$ cat config.mk
export PLATFORM = sky130hd
export DESIGN_NAME = start_sequencer_flat
export DESIGN_NICKNAME = d
export VERILOG_FILES = /design/src/rtl/start_sequencer_if.sv /design/src/rtl/start_sequencer.sv /design/src/flat_wrapper.sv
export SDC_FILE = /design/constraint.sdc
export NUM_CORES = 1
export LEC_CHECK = 0
export ABC_AREA = 1
export BUFFER_PORTS_ARGS = -buffer_cell sky130_fd_sc_hd__buf_2
export CAP_MARGIN = 20
export CORE_ASPECT_RATIO = 0.8
export CORE_MARGIN = 1.5
export CORE_UTILIZATION = 50
export DETAILED_ROUTE_END_ITERATION = 16
export PLACE_DENSITY = 0.64
export SLEW_MARGIN = 40
export SYNTH_ARGS = -nofsm -noshare
export SYNTH_HDL_FRONTEND = slang
export SYNTH_SLANG_ARGS = --single-unit
$ cat constraint.sdc
create_clock -name tact -period 1.9 [get_ports tact]
set_clock_uncertainty 0.15 [all_clocks]
set_input_delay 0.285 -clock tact [delete_from_list [all_inputs] [get_ports tact]]
set_output_delay 0.285 -clock tact [all_outputs]
set_load 0.005 [all_outputs]
$ cat src/rtl/start_sequencer_if.sv
// Start sequencer signal bundle: track/button inputs and drive-stage outputs.
// master drives the inputs, slave is the sequencer itself.
interface start_sequencer_if;
   logic [1:0] circuit;
   logic       buton_start;
   logic       move;
   logic [1:0] run_circuit;
   logic [2:0] seconds_left;
   logic       go;
   logic       led_countdown;

   modport master (
      output circuit, buton_start,
      input  move, run_circuit, seconds_left, go, led_countdown
   );

   modport slave (
      input  circuit, buton_start,
      output move, run_circuit, seconds_left, go, led_countdown
   );
endinterface

$ cat src/rtl/start_sequencer.sv
// Start sequencer: debounced start/stop button, track latch,
// COUNT_S-second countdown, then motion enable until the next press.
module start_sequencer #(
   parameter int CLK_HZ     = 50_000_000,
   parameter int COUNT_S    = 5,
   parameter int DEB_CYCLES = 1_000_000
) (
   input logic            tact,
   input logic            rst_n,
   start_sequencer_if.slave bus
);
   localparam int PW = (CLK_HZ > 1) ? $clog2(CLK_HZ) : 1;
   localparam int DW = (DEB_CYCLES > 1) ? $clog2(DEB_CYCLES) : 1;
   localparam logic [PW-1:0] P_LAST = PW'(CLK_HZ - 1);
   localparam logic [DW-1:0] D_LAST = DW'(DEB_CYCLES - 1);
   localparam logic [2:0]    S_INIT = 3'(COUNT_S);

   typedef enum logic [1:0] {
      IDLE,
      COUNTDOWN,
      RUN
   } state_t;

   logic [1:0]    circ_s1;
   logic [1:0]    circ_s2;
   logic          btn_s1;
   logic          btn_s2;
   logic [DW-1:0] deb_cnt;
   logic          deb_level;
   logic          deb_q;
   logic          press;
   logic          tick;
   logic          abort;
   logic [PW-1:0] presc;
   state_t        state;

   // button syncs reset to "released" so reset never fakes a press
   always_ff @(posedge tact or negedge rst_n) begin
      if (!rst_n) begin
         circ_s1 <= 2'b00;
         circ_s2 <= 2'b00;
         btn_s1  <= 1'b1;
         btn_s2  <= 1'b1;
      end else begin
         circ_s1 <= bus.circuit;
         circ_s2 <= circ_s1;
         btn_s1  <= bus.buton_start;
         btn_s2  <= btn_s1;
      end
   end

   always_ff @(posedge tact or negedge rst_n) begin
      if (!rst_n) begin
         deb_cnt   <= '0;
         deb_level <= 1'b1;
         deb_q     <= 1'b1;
      end else begin
         deb_q <= deb_level;
         if (btn_s2 == deb_level) begin
            deb_cnt <= '0;
         end else if (deb_cnt == D_LAST) begin
            deb_level <= btn_s2;
            deb_cnt   <= '0;
         end else begin
            deb_cnt <= deb_cnt + DW'(1);
         end
      end
   end

   assign press = deb_q & ~deb_level;
   assign tick  = (presc == P_LAST);
   assign abort = press || (circ_s2 != bus.run_circuit);

   always_ff @(posedge tact or negedge rst_n) begin
      if (!rst_n) begin
         state             <= IDLE;
         presc             <= '0;
         bus.move          <= 1'b0;
         bus.go            <= 1'b0;
         bus.run_circuit   <= 2'b00;
         bus.seconds_left  <= 3'd0;
         bus.led_countdown <= 1'b0;
      end else begin
         bus.go <= 1'b0;
         case (state)
            IDLE: begin
               if (press && circ_s2 != 2'b00) begin
                  state             <= COUNTDOWN;
                  bus.run_circuit   <= circ_s2;
                  bus.seconds_left  <= S_INIT;
                  presc             <= '0;
                  bus.led_countdown <= 1'b1;
               end
            end
            COUNTDOWN: begin
               // abort is tested first so it beats the final tick
               if (abort) begin
                  state             <= IDLE;
                  bus.seconds_left  <= 3'd0;
                  presc             <= '0;
                  bus.led_countdown <= 1'b0;
               end else if (tick) begin
                  presc <= '0;
                  if (bus.seconds_left == 3'd1) begin
                     state             <= RUN;
                     bus.seconds_left  <= 3'd0;
                     bus.move          <= 1'b1;
                     bus.go            <= 1'b1;
                     bus.led_countdown <= 1'b0;
                  end else begin
                     bus.seconds_left <= bus.seconds_left - 3'd1;
                  end
               end else begin
                  presc <= presc + PW'(1);
               end
            end
            RUN: begin
               if (press) begin
                  state    <= IDLE;
                  bus.move <= 1'b0;
               end
            end
            default: begin
               state <= IDLE;
            end
         endcase
      end
   end
endmodule

$ cat src/flat_wrapper.sv
// flat-port wrapper written by rule: the top's interface ports become plain ports
module start_sequencer_flat 
#(
   parameter int CLK_HZ     = 50_000_000,
   parameter int COUNT_S    = 5,
   parameter int DEB_CYCLES = 1_000_000
)
  (tact, rst_n, bus_circuit, bus_buton_start, bus_move, bus_run_circuit, bus_seconds_left, bus_go, bus_led_countdown);
  start_sequencer_if bus_i ();
  input logic tact;
  input logic rst_n;
  input wire logic [$bits(bus_i.circuit)-1:0] bus_circuit;
  input wire logic [$bits(bus_i.buton_start)-1:0] bus_buton_start;
  output wire logic [$bits(bus_i.move)-1:0] bus_move;
  output wire logic [$bits(bus_i.run_circuit)-1:0] bus_run_circuit;
  output wire logic [$bits(bus_i.seconds_left)-1:0] bus_seconds_left;
  output wire logic [$bits(bus_i.go)-1:0] bus_go;
  output wire logic [$bits(bus_i.led_countdown)-1:0] bus_led_countdown;
  assign bus_i.circuit = bus_circuit;
  assign bus_i.buton_start = bus_buton_start;
  assign bus_move = bus_i.move;
  assign bus_run_circuit = bus_i.run_circuit;
  assign bus_seconds_left = bus_i.seconds_left;
  assign bus_go = bus_i.go;
  assign bus_led_countdown = bus_i.led_countdown;
  start_sequencer #(.CLK_HZ(CLK_HZ), .COUNT_S(COUNT_S), .DEB_CYCLES(DEB_CYCLES)) u_core (.tact(tact), .rst_n(rst_n), .bus(bus_i));
endmodule
After elaboration in Yosys (flattened, before gate mapping)
Cells that the tools add are included.
Word-level totals
  register bits: 64
  input bits: 5
  logic and storage cells: 78
Operators by class
  add/subtract/negate cells: 3
  equality and inequality tests: 14
  mux-type cells: 31
  bitwise gates (word level): 3
  reductions and logical operators: 13
Operator list (number)
  two-way mux 26 bit: 3
  case mux 26 bit (2 select lines): 1
  two-way mux 20 bit: 2
  adder 26 x 1 -> 26 bit, second input constant: 1
  == test 26 bit, second input constant: 1
  adder 20 x 1 -> 20 bit, second input constant: 1
  == test 20 bit, second input constant: 1
  two-way mux 1 bit: 12
  two-way mux 3 bit: 4
  two-way mux 2 bit: 5
  != test 2 x 1 -> 1 bit, second input constant: 4
  AND reduction 4 bit: 2
  != test 3 x 1 -> 1 bit, second input constant: 2
  case mux 2 bit (3 select lines): 1
  case mux 3 bit (2 select lines): 1
  AND reduction 2 bit: 3
  nonzero test 2 bit: 3
  AND reduction 5 bit: 1
  case mux 1 bit (2 select lines): 2
  == test 3 x 1 -> 1 bit, second input constant: 1
  AND reduction 3 bit: 1
  subtractor 3 x 1 -> 3 bit, second input constant: 1
  == test 2 x 1 -> 1 bit, second input constant: 1
  == test 2 bit, second input constant: 1
  other kinds (8): 9

Logic depth before layout (Yosys ltp)
Gate-level depths: netlist of run 1.
  word-level depth: 5
  mapped depth: 11

Worst setup path before layout of run 1
Ideal clock, no wire load.
  path type: register to register
  start: register u_core.deb_q
  end: register u_core.presc[7]
  setup time: 117 ps
  data arrival time: 1355 ps
  data required time: 1633 ps
  setup slack: 278 ps
  cell stages (with the launch flop): 9
  path buffers: 1
  cells stage by stage: dfstp_2 > inv_1 > nor2_4 > nand3_4 > nand2_4 > buf_2 > nand4_1 > nor2_1 > nor2_1
Between the ends
  cells in the longest elaborated chain, start to end: 4
  elaborated cells on any way between the ends: 7
  classes of those cells: 1 x eq/ne; 2 x mux; 1 x bitwise; 3 x reduce/logical
RTL lines
  start, declared: line start_sequencer.sv:30  | logic deb_q;
  start signal, assigned: line start_sequencer.sv:58  | deb_q <= deb_level;
  bitwise AND 1 bit *: line start_sequencer.sv:70  | assign press = deb_q & ~deb_level;
  logical OR 1 bit / logical AND 1 bit (equally long branches): line start_sequencer.sv:72, start_sequencer.sv:87
  two-way mux 26 bit / != test 2 x 1 -> 1 bit (equally long branches)
  case mux 26 bit (2 select lines) / AND reduction 2 bit (equally long branches)
  end signal, assigned: line start_sequencer.sv:114  | presc <= presc + PW'(1);
  end, declared: line start_sequencer.sv:34  | logic [PW-1:0] presc;
Mark *: on every way between the ends. The rest lies on a longest branch, timed or not.
A chain may end at the register's enable or synchronous reset.

Worst setup path in the final report of run 1
  start: register u_core.presc[1]
  end: register u_core.bus.seconds_left[2]
Between the ends
  cells in the longest elaborated chain, start to end: 3
RTL lines
  == test 26 bit: line start_sequencer.sv:71  | assign tick = (presc == P_LAST);
  != test 3 x 1 -> 1 bit (no line)
  AND reduction 3 bit (no line)
  end signal, assigned: line start_sequencer.sv:111  | bus.seconds_left <= bus.seconds_left - 3'd1;
  end, declared: line start_sequencer_if.sv:19  | output move, run_circuit, seconds_left, go, led_countdown
Every way passes these cells.

==> reports/summary.txt, run 1 <==
========================================================================================================
CP Launch Type ............................................................................     register
Cell Pwr Density ..........................................................................  701 nW/um^2
Maximum fanout along the worst path .......................................................           17
Crit. Startpoint .......................................................................... u_core.presc[1]$_DFFE_PN0P_
Placed cells ..............................................................................          591
Arrival time at the worst endpoint ........................................................      1.85 ns
Max-cap violations ........................................................................            0
Post-CTS clock slew at the launch and capture registers of the worst setup and hold paths .      0.08 ns
Number of sinks driven by the clock tree ..................................................           64
Ordered list of cells on the worst path ................................................... ha_1 -> nand3_2 -> inv_2 -> nand2_1 -> nor2_2 -> nand2_2 -> nand2_4 -> nand2_4 -> nand2_1 -> o21ai_0
Top-level port count ......................................................................           13
Synthesized instance count ................................................................          487
Overall via count from detail_route .......................................................         3062
Post-synth top flop ....................................................................... sky130_fd_sc_hd__dfrtp_1
Setup violation total in the final timing report ..........................................            0
Critical path endpoint .................................................................... u_core.bus.seconds_left[2]$_DFFE_PN0P_
Mapped Avg Cell Area ......................................................................    7.34 um^2
Postcts setup bufs ........................................................................            0
Maximum number of pins on one net before global-route repair ..............................           40
Yosys synthesis warning count .............................................................            0
Layout overhead on the synthesized area ...................................................        15.5%
Unrepaired setup endpoints after global routing ...........................................        false
Critical R2R Capture ...................................................................... u_core.bus.seconds_left[2]$_DFFE_PN0P_
Final Hold Violating Endpoints ............................................................            0
Maximum buffer depth of the clock tree ....................................................            2
Input/output buffers ......................................................................           12
Distinct cells, synth .....................................................................           34
First drt pass iteration count ............................................................            4
Reg-to-Reg Start .......................................................................... u_core.presc[1]$_DFFE_PN0P_
Total number of H-tree levels .............................................................            3
Post-synth EDFFs ..........................................................................            0
Diodes inserted ...........................................................................            0
Fraction of synthesis flops using an asynchronous set or reset pin ........................         100%
Cells on worst reg2reg path ...............................................................           10
Peak supply drop ..........................................................................   0.000428 V
WL/cell ...................................................................................      12.6 um
Global-route wire length before repair ....................................................     13100 um
Rel. slew slack ...........................................................................        64.1%
Post-route setup TNS ......................................................................         0 ns
Grt total ovfl ............................................................................            0
Proportion of synthesized chip area in sequential cells ...................................        44.9%
Number of global-route vias before repair .................................................         2839
Critical path capture point type ..........................................................     register
Final wirelength ..........................................................................      7710 um
Chip height ...............................................................................      78.6 um
Cell leakage power ........................................................................      1.95 nW
Synth top area cells ...................................................................... sky130_fd_sc_hd__dfrtp_1, sky130_fd_sc_hd__nand2_1, sky130_fd_sc_hd__nor2_1
Die width .................................................................................      97.6 um
Fraction of final layout cells with drive strength greater than 1 .........................        12.8%
Maximum cell stage delay along the critical path ..........................................      0.38 ns
Die outline area ..........................................................................    7670 um^2
Final antenna-violating net count .........................................................            0
Antenna violations before repair ..........................................................            0
Number of CTS-inserted buffers ............................................................            9
Top delay family on crit path ............................................................. simple AND/OR/NAND/NOR gates
RD Place Congestion .......................................................................        0.920
Most frequent cell after synthesis ........................................................ sky130_fd_sc_hd__nand2_1
Rows ......................................................................................           27
Slew at the pin closest to its max-slew limit .............................................     0.534 ns
Reg-to-reg setup timing slack .............................................................      0.13 ns
Logic depth of the worst setup path including buffers .....................................           10
Clock latency on the worst-skew pair ......................................................      0.34 ns
Most frequent cells after synthesis ....................................................... sky130_fd_sc_hd__nand2_1, sky130_fd_sc_hd__nor2_1, sky130_fd_sc_hd__inv_1
Synthesized flop and latch total ..........................................................           64
Worst Setup Path Type .....................................................................   reg -> reg
Post-synth net total ......................................................................          496
Required @ worst endpoint .................................................................      1.98 ns
Drt drc ...................................................................................            0
Slew Limit Fails ..........................................................................            0
Clock tree from TritonCTS .................................................................         done
Final worst path period need ..............................................................      1.77 ns
Slowest-stage cell, CP .................................................................... sky130_fd_sc_hd__dfrtp_1
All-Layer GR Usage ........................................................................        21.8%
Total buffers and inverters traversed by the critical path ................................            1
Initial standard-cell utilization of the core .............................................        51.9%
Highest clock rate ........................................................................      565 MHz
Share of the clock period used by the worst path ..........................................        93.2%
Placeable Area ............................................................................    6890 um^2
Share of the synthesized area in the top cell type ........................................        42.0%
Via density ...............................................................................         5.01
Root Buffer Master ........................................................................ sky130_fd_sc_hd__clkbuf_8
Detailed Place HPWL .......................................................................      5800 um
Mapped Area ...............................................................................    3580 um^2
Cell Count, Final, Fillers Out ............................................................          611
Initial DRC count .........................................................................          276
Hold WC Path Type .........................................................................   reg -> reg
Outcome ...................................................................................    completed
Number of nets in the layout ..............................................................          528
Cell accounting for the most synthesized area ............................................. sky130_fd_sc_hd__dfrtp_1
Fill count ................................................................................          643
========================================================================================================
## state kept, by name (all words and copies together) (netlist names), 2 cells and up
| name | cells |
|---|---|
| u_core.bus.run_circuit | 2 |
| u_core.circ_s2 | 2 |
| u_core.bus.seconds_left | 3 |
| u_core.deb_cnt | 20 |
| u_core.presc | 26 |
| u_core.state | 2 |
| u_core.circ_s1 | 2 |
## logic make-up after synthesis
family	after synthesis	share of synthesized area (%)
simple gates	299	37.2
buf+inv	79	8.89
flops	64	44.9
compound gates	27	4.16
xor+xnor	14	3.43
fa+ha+maj	4	1.40
## cell usage in the layout (no fill, tap or decap), types with 4 or more instances in the layout
master and n:
sky130_fd_sc_hd__nor2_1 92, sky130_fd_sc_hd__clkbuf_8 9, sky130_fd_sc_hd__nand2_1 120, sky130_fd_sc_hd__nand4_1 17, sky130_fd_sc_hd__buf_12 4, sky130_fd_sc_hd__nand3_1 29, sky130_fd_sc_hd__o21ai_0 9, sky130_fd_sc_hd__buf_2 12
sky130_fd_sc_hd__nor3_1 16, sky130_fd_sc_hd__dlygate4sd3_1 4, sky130_fd_sc_hd__nor2_2 7, sky130_fd_sc_hd__dfstp_2 4, sky130_fd_sc_hd__ha_1 4, sky130_fd_sc_hd__dfrtp_1 60, sky130_fd_sc_hd__a21oi_1 10, sky130_fd_sc_hd__buf_4 6
sky130_fd_sc_hd__inv_1 71, sky130_fd_sc_hd__xor2_1 12
## area by class of cell
cell class / instances / area [um^2] / share of cell area, %
clock buffer: 9 / 124 / 3.00
timing repair buffer: 26 / 225 / 5.45
clock inverter: 7 / 120 / 2.91
sequential: 64 / 1610 / 38.9
tap: 87 / 109 / 2.64
multi-input combinational: 344 / 1670 / 40.4
inverter: 74 / 278 / 6.73
## how the worst min path moves through the flow
stage,cells past startpoint,slack (ns),from,end
6_report,0,0.21,u_core.btn_s1$_DFF_PN1_,u_core.btn_s2$_DFF_PN1_
5_1_grt,0,0.21,u_core.btn_s1$_DFF_PN1_,u_core.btn_s2$_DFF_PN1_
3_3_place_gp,2,0.13,rst_n,u_core.circ_s2[0]$_DFF_PN0_
4_1_cts,0,0.20,u_core.circ_s1[1]$_DFF_PN0_,u_core.circ_s2[1]$_DFF_PN0_
3_5_place_dp,2,0.13,rst_n,u_core.circ_s1[0]$_DFF_PN0_
2_1_floorplan,0,-0.16,rst_n,u_core.bus.go$_DFF_PN0_
## layer usage
layer  vias up  track usage [%]  part of all wire (%)
met5         -                0                     0
met3         2             5.08                   5.9
li1       1587                -                     -
met2        65             31.1                    41
met4         0             7.29                  0.39
met1      1408             32.3                    53
## timing repair
action	4_1_cts	5_1_grt
hold buffers	4	0
resized for setup	0	4
endpoints found under the hold margin	63	0
setup endpoints to repair	0	10
## stage by stage
stage / hold slack (ns) / power, mW / utilization (%) / cell area (um^2) / setup WS (ns)
detailed placement: 0.132 / 1.48 / 55.6 / 3830 / 0.107
global route: 0.205 / 2.99 / 59.9 / 4130 / 0.00574
global placement: 0.130 / 1.48 / 55.6 / 3830 / 0.166
floorplan: -0.161 / 1.43 / - / 3580 / 0.278
finish: 0.205 / 2.89 / 59.9 / 4130 / 0.129
CTS: 0.198 / 2.94 / 59.7 / 4110 / 0.116
## power by group
part | switching (mW) | total [mW] | internal (mW)
Combinational | 0.0504 | 0.0802 | 0.0297
Clock | 0.560 | 1.43 | 0.873
Sequential | 0.00668 | 1.38 | 1.38
Total | 0.617 | 2.89 | 2.28
(Power assumes the default switching activity.)
==> run 2, diff against run 1 <==
- CORE_MARGIN: 1.5 -> unset
- GPL_TIMING_DRIVEN: unset -> 0
==> reports/summary.txt, run 2 (synthesis results as in run 1) <==
========================================================================================================
RD Place Congestion .......................................................................        0.854
Total number of H-tree levels .............................................................            3
CP Launch Type ............................................................................     register
Power consumption .........................................................................      2.75 mW
Number of sinks driven by the clock tree ..................................................           64
Clock latency on the worst-skew pair ......................................................      0.35 ns
Fraction of final layout cells with drive strength greater than 1 .........................        14.7%
Cell leakage power ........................................................................      1.95 nW
Initial standard-cell utilization of the core .............................................        51.9%
Critical path capture point type ..........................................................     register
Rel. slew slack ...........................................................................        71.4%
Post-CTS clock slew at the launch and capture registers of the worst setup and hold paths .      0.08 ns
Share of the clock period used by the worst path ..........................................        95.8%
Arrival time at the worst endpoint ........................................................      1.90 ns
Root Buffer Master ........................................................................ sky130_fd_sc_hd__clkbuf_8
Chip height ...............................................................................      77.6 um
Peak supply drop ..........................................................................   0.000393 V
Number of global-route vias before repair .................................................         2930
Drt drc ...................................................................................            0
Top delay family on crit path ............................................................. simple AND/OR/NAND/NOR gates
Worst hold slack across all endpoints .....................................................     0.202 ns
Final wirelength ..........................................................................      7830 um
Global-route wire length before repair ....................................................     13400 um
Diodes inserted ...........................................................................            0
Placeable Area ............................................................................    6890 um^2
Hold WC Path Type .........................................................................   reg -> reg
Final Hold Violating Endpoints ............................................................            0
Detailed Place HPWL .......................................................................      5650 um
Die outline area ..........................................................................    7500 um^2
Max-cap violations ........................................................................            0
Maximum cell stage delay along the critical path ..........................................      0.38 ns
Initial DRC count .........................................................................          187
Slew at the pin closest to its max-slew limit .............................................     0.427 ns
Layout overhead on the synthesized area ...................................................        16.3%
Clock tree from TritonCTS .................................................................         done
Fill count ................................................................................          630
Final worst path period need ..............................................................      1.82 ns
Largest registers ranked by flip-flop count ............................................... u_core.presc x26, u_core.deb_cnt x20, u_core.bus.seconds_left x3
Maximum fanout along the worst path .......................................................           10
Antenna violations before repair ..........................................................            0
Most common cell after layout, fill and taps aside ........................................ sky130_fd_sc_hd__nand2_1
Ordered list of cells on the worst path ................................................... ha_1 -> nand3_1 -> nor2_2 -> nand2_1 -> nand3b_1 -> nand2_1 -> buf_4 -> nor3_1
Max FFs per register ......................................................................           26
Via density ...............................................................................         5.13
First drt pass iteration count ............................................................            5
Input/output buffers ......................................................................           12
Maximum buffer depth of the clock tree ....................................................            2
Number of CTS-inserted buffers ............................................................            9
Final antenna-violating net count .........................................................            0
Most used cells in the layout excluding fill and tap cells ................................ sky130_fd_sc_hd__nand2_1, sky130_fd_sc_hd__nor2_1, sky130_fd_sc_hd__inv_1, sky130_fd_sc_hd__dfrtp_1, sky130_fd_sc_hd__nand3_1
Die width .................................................................................      96.6 um
Unrepaired setup endpoints after global routing ...........................................         true
Top-level port count ......................................................................           13
Rows ......................................................................................           27
Overall via count from detail_route .......................................................         3137
Highest clock rate ........................................................................      549 MHz
All-Layer GR Usage ........................................................................        23.6%
Grt total ovfl ............................................................................            0
Worst Setup Path Type .....................................................................   reg -> reg
Total buffers and inverters traversed by the critical path ................................            1
Number of nets in the layout ..............................................................          529
Maximum number of pins on one net before global-route repair ..............................           44
Largest reg by FF count ................................................................... u_core.presc
Cell Pwr Density ..........................................................................  662 nW/um^2
Setup violation total in the final timing report ..........................................            0
Least setup slack across all paths after layout ...........................................    0.0797 ns
Required @ worst endpoint .................................................................      1.98 ns
WL/cell ...................................................................................      12.8 um
Slew Limit Fails ..........................................................................            0
Slowest-stage cell, CP .................................................................... sky130_fd_sc_hd__dfrtp_1
Worst slack at placement ..................................................................   -0.0175 ns
Outcome ...................................................................................    completed
Library cell appearing most often on the critical path .................................... sky130_fd_sc_hd__nand2_1
========================================================================================================
==> run 2: cell types whose count changed in the layout (fill, tap and decap cells not counted), moves of 2 or more <==
cell                     change
sky130_fd_sc_hd__nor2_4      +3
sky130_fd_sc_hd__buf_4       +2
sky130_fd_sc_hd__nor2_1      -4
sky130_fd_sc_hd__buf_6       +2
sky130_fd_sc_hd__buf_12      -3
==> run 2: power breakdown <==
group	internal (mW)	switching [mW]	leakage, nW
logic	0.0235	0.0487	0.964
registers	1.37	0.00657	0.868
clock network	0.740	0.560	0.113
total	2.14	0.615	1.95
==> run 2: path summary, 6_finish.rpt <==
check / slack, ns / startpoint / cells after the start / end
min in group asynchronous: 0.21 / rst_n / 2 / u_core.circ_s1[0]$_DFF_PN0_
max in group asynchronous: 0.82 / rst_n / 3 / u_core.btn_s1$_DFF_PN1_
setup / recovery: 0.08 / u_core.deb_cnt[0]$_DFF_PN0_ / 8 / u_core.deb_cnt[16]$_DFF_PN0_
hold reg to reg: 0.20 / u_core.circ_s1[1]$_DFF_PN0_ / 0 / u_core.circ_s2[1]$_DFF_PN0_
hold / removal: 0.20 / u_core.circ_s1[1]$_DFF_PN0_ / 0 / u_core.circ_s2[1]$_DFF_PN0_
setup reg to reg: 0.08 / u_core.deb_cnt[0]$_DFF_PN0_ / 8 / u_core.deb_cnt[16]$_DFF_PN0_
==> run 2: what timing repair did <==
| action | in CTS | in global routing |
|---|---|---|
| hold endpoints to repair | 44 | 0 |
| pin swaps | 0 | 3 |
| buffers inserted | 0 | 5 |
| hold buffers | 4 | 0 |
| gates resized for setup | 2 | 21 |
| endpoints found under the setup margin | 12 | 33 |
==> run 2: cell type report <==
type | count | area (um^2) | area share (%)
clock buffer | 9 | 124 | 2.98
multi-input combinational | 344 | 1730 | 41.7
tap | 87 | 109 | 2.62
buffer | 5 | 52.6 | 1.26
inverter | 74 | 278 | 6.68
timing repair buffer | 22 | 160 | 3.85
sequential | 64 | 1610 | 38.6
clock inverter | 7 | 96.3 | 2.32
==> run 2: routing by layer <==
layer	vias up	routed length [um]	global-route usage, %
li1	1591	-	-
met2	88	3250	33.2
met1	1447	3980	35.0
met3	11	491	6.37
met5	-	0	0
met4	0	109	7.65
==> run 2: worst reg2reg max path: stages (launching register included) <==
cell,delay (ns)
sky130_fd_sc_hd__dfrtp_1,0.38
sky130_fd_sc_hd__ha_1,0.20
sky130_fd_sc_hd__nand3_1,0.14
sky130_fd_sc_hd__nor2_2,0.15
sky130_fd_sc_hd__nand2_1,0.09
sky130_fd_sc_hd__nand3b_1,0.25
sky130_fd_sc_hd__nand2_1,0.13
sky130_fd_sc_hd__buf_4,0.17
sky130_fd_sc_hd__nor3_1,0.06
==> run 2: metrics by stage <==
| stage | setup TNS, ns | utilization [%] | area [um^2] | std cells |
|---|---|---|---|---|
| final | 0 | 60.3 | 4160 | 612 |
| after global routing | -0.0363 | 60.3 | 4160 | 612 |
| after CTS | 0 | 58.6 | 4040 | 607 |
| after detailed placement | -0.0874 | 54.7 | 3770 | 587 |
| after global placement | -0.0634 | 54.3 | 3740 | 586 |
| after floorplan | 0 | - | 3580 | 487 |
==> run 3, diff against run 2 <==
- CORE_UTILIZATION: 50 -> 30
- PLACE_DENSITY: 0.64 -> 0.42
==> reports/summary.txt, run 3 (synthesis results as in run 1) <==
========================================================================================================
Ordered list of cells on the worst path ................................................... nand2_1 -> nor2_4 -> nand2_1 -> nor2_2 -> nand2_2 -> nand2_4 -> nand2_8 -> clkbuf_16 -> nand2_1 -> nor2_1
Largest registers ranked by flip-flop count ............................................... u_core.presc x26, u_core.deb_cnt x20, u_core.bus.seconds_left x3
Final instance area .......................................................................    4440 um^2
Fraction of final layout cells with drive strength greater than 1 .........................        16.8%
Cell Count, Final, Fillers Out ............................................................          684
Initial DRC count .........................................................................          181
Total buffers and inverters traversed by the critical path ................................            1
Area taken by flip-flops and latches ......................................................    1610 um^2
Met3 wire length ..........................................................................       361 um
Detailed Place HPWL .......................................................................      6430 um
Number of nets in the layout ..............................................................          540
Largest reg by FF count ................................................................... u_core.presc
Cell leakage power ........................................................................      2.05 nW
Routed wl met2 ............................................................................      3700 um
Peak supply drop ..........................................................................   0.000423 V
Chip height ...............................................................................      99.7 um
Combinational power share .................................................................         2.6%
Cell Pwr Density ..........................................................................  682 nW/um^2
Power spent charging and discharging nets .................................................     0.728 mW
Switching Fraction ........................................................................        24.1%
Slew Limit Fails ..........................................................................            0
Most common cell after layout, fill and taps aside ........................................ sky130_fd_sc_hd__nand2_1
Library cell appearing most often on the critical path .................................... sky130_fd_sc_hd__nand2_1
Clock latency on the worst-skew pair ......................................................      0.34 ns
Root Buffer Master ........................................................................ sky130_fd_sc_hd__clkbuf_16
Final Hold Violating Endpoints ............................................................            0
CP Launch Type ............................................................................     register
Highest clock rate ........................................................................      556 MHz
Die outline area ..........................................................................   12400 um^2
Clock share of power ......................................................................        51.7%
Share of the clock period used by the worst path ..........................................        94.7%
WL/cell ...................................................................................      13.1 um
Least setup slack across all paths after layout ...........................................     0.101 ns
Initial standard-cell utilization of the core .............................................        30.9%
Placed inst area ..........................................................................    3850 um^2
Final worst path period need ..............................................................      1.80 ns
Number of CTS-inserted buffers ............................................................            9
Outcome ...................................................................................    completed
Number of sinks driven by the clock tree ..................................................           64
Post-route setup TNS ......................................................................         0 ns
Post-Route M1 WL ..........................................................................      4880 um
Rows ......................................................................................           35
Slew at the pin closest to its max-slew limit .............................................     0.383 ns
Arrival time at the worst endpoint ........................................................      1.88 ns
Power consumption .........................................................................      3.02 mW
RD Place Congestion .......................................................................        0.804
Input/output buffers ......................................................................           12
Max FFs per register ......................................................................           26
Maximum cell stage delay along the critical path ..........................................      0.40 ns
Slowest-stage cell, CP .................................................................... sky130_fd_sc_hd__dfrtp_1
Diodes inserted ...........................................................................            0
Post-CTS clock slew at the launch and capture registers of the worst setup and hold paths .      0.06 ns
Fill count ................................................................................         1216
Rel. slew slack ...........................................................................        74.3%
Maximum number of pins on one net before global-route repair ..............................           37
Top delay family on crit path ............................................................. simple AND/OR/NAND/NOR gates
Via density ...............................................................................         4.57
Drt drc ...................................................................................            0
Max-cap violations ........................................................................            0
Antenna violations before repair ..........................................................            0
Final antenna-violating net count .........................................................            0
Global-route wire length before repair ....................................................     15100 um
Layout overhead on the synthesized area ...................................................        24.1%
Die width .................................................................................       124 um
Area of the multi-input gates .............................................................    1760 um^2
Placeable Area ............................................................................   11600 um^2
Most used cells in the layout excluding fill and tap cells ................................ sky130_fd_sc_hd__nand2_1, sky130_fd_sc_hd__nor2_1, sky130_fd_sc_hd__inv_1, sky130_fd_sc_hd__dfrtp_1, sky130_fd_sc_hd__nand3_1
Worst Setup Path Type .....................................................................   reg -> reg
Hold WC Path Type .........................................................................   reg -> reg
Overall via count from detail_route .......................................................         3125
Highest Signal Layer ......................................................................         met4
Maximum buffer depth of the clock tree ....................................................            2
Top-level port count ......................................................................           13
Sequential fraction of design power .......................................................        45.8%
Grt total ovfl ............................................................................            0
Critical path capture point type ..........................................................     register
Number of global-route vias before repair .................................................         3008
Final wirelength ..........................................................................      8990 um
Setup violation total in the final timing report ..........................................            0
Placed cells ..............................................................................          648
All-Layer GR Usage ........................................................................        16.2%
Worst slack at placement ..................................................................   -0.0473 ns
Maximum fanout along the worst path .......................................................            5
Clock tree from TritonCTS .................................................................         done
Total number of H-tree levels .............................................................            3
First drt pass iteration count ............................................................            4
Internal power summed over all cells ......................................................      2.30 mW
Required @ worst endpoint .................................................................      1.98 ns
========================================================================================================
run 3: power by group through the flow:
| stage | Clock, mW | Combinational [mW] | Sequential, mW |
|---|---|---|---|
| global route | 1.69 | 0.0916 | 1.38 |
| detailed placement | 0 | 0.0730 | 1.41 |
| global placement | 0 | 0.0660 | 1.41 |
| floorplan | 0 | 0.0244 | 1.41 |
| CTS | 1.63 | 0.0792 | 1.38 |
| finish | 1.56 | 0.0772 | 1.38 |
run 3: path summary, 6_finish.rpt:
kind / startpoint / end / slack, ns / cells after the start
setup reg to reg: u_core.presc[12]$_DFFE_PN0P_ / u_core.presc[18]$_DFFE_PN0P_ / 0.10 / 10
max in group asynchronous: rst_n / u_core.presc[2]$_DFFE_PN0P_ / 0.85 / 3
hold reg to reg: u_core.circ_s1[1]$_DFF_PN0_ / u_core.circ_s2[1]$_DFF_PN0_ / 0.20 / 0
hold / removal: u_core.circ_s1[1]$_DFF_PN0_ / u_core.circ_s2[1]$_DFF_PN0_ / 0.20 / 0
setup / recovery: u_core.presc[12]$_DFFE_PN0P_ / u_core.presc[18]$_DFFE_PN0P_ / 0.10 / 10
min in group asynchronous: rst_n / u_core.deb_cnt[12]$_DFF_PN0_ / 0.25 / 2
run 3: layout make-up:
class,instances,share of cell area (%)
Inverter,74,6.26
Clock inverter,7,1.24
Tap cell,148,4.17
Sequential cell,64,36.2
Clock buffer,9,5.08
Timing Repair Buffer,32,6.06
Multi-Input combinational cell,345,39.7
Buffer,5,1.27
run 3: metrics by stage:
| step | hold WS (ns) | utilization, % |
|---|---|---|
| floorplan | -0.161 | - |
| finish | 0.199 | 38.4 |
| global placement | 0.185 | 33.1 |
| CTS | 0.203 | 36.2 |
| detailed placement | 0.0331 | 33.3 |
| global route | 0.208 | 38.4 |
run 3: timing repair:
action / in CTS / in global routing
gates resized for setup: 4 / 24
endpoints found under the setup margin: 12 / 36
hold buffers: 4 / 0
pin swaps: 0 / 8
gates cloned: 0 / 3
hold endpoints to repair: 67 / 0
setup buffers: 0 / 13
run 3: metal layers:
layer / track usage [%] / up-vias
li1: - / 1614
met1: 24.1 / 1453
met2: 22.2 / 52
met3: 4.87 / 6
met4: 4.67 / 0
met5: 0 / -
run 3: worst register-to-register path: cells and delay by family (launching register included):
family,cells,cell delay [ns]
flip-flops,1,0.40
AND/OR/NAND/NOR,9,0.98
buffers and inverters,1,0.16
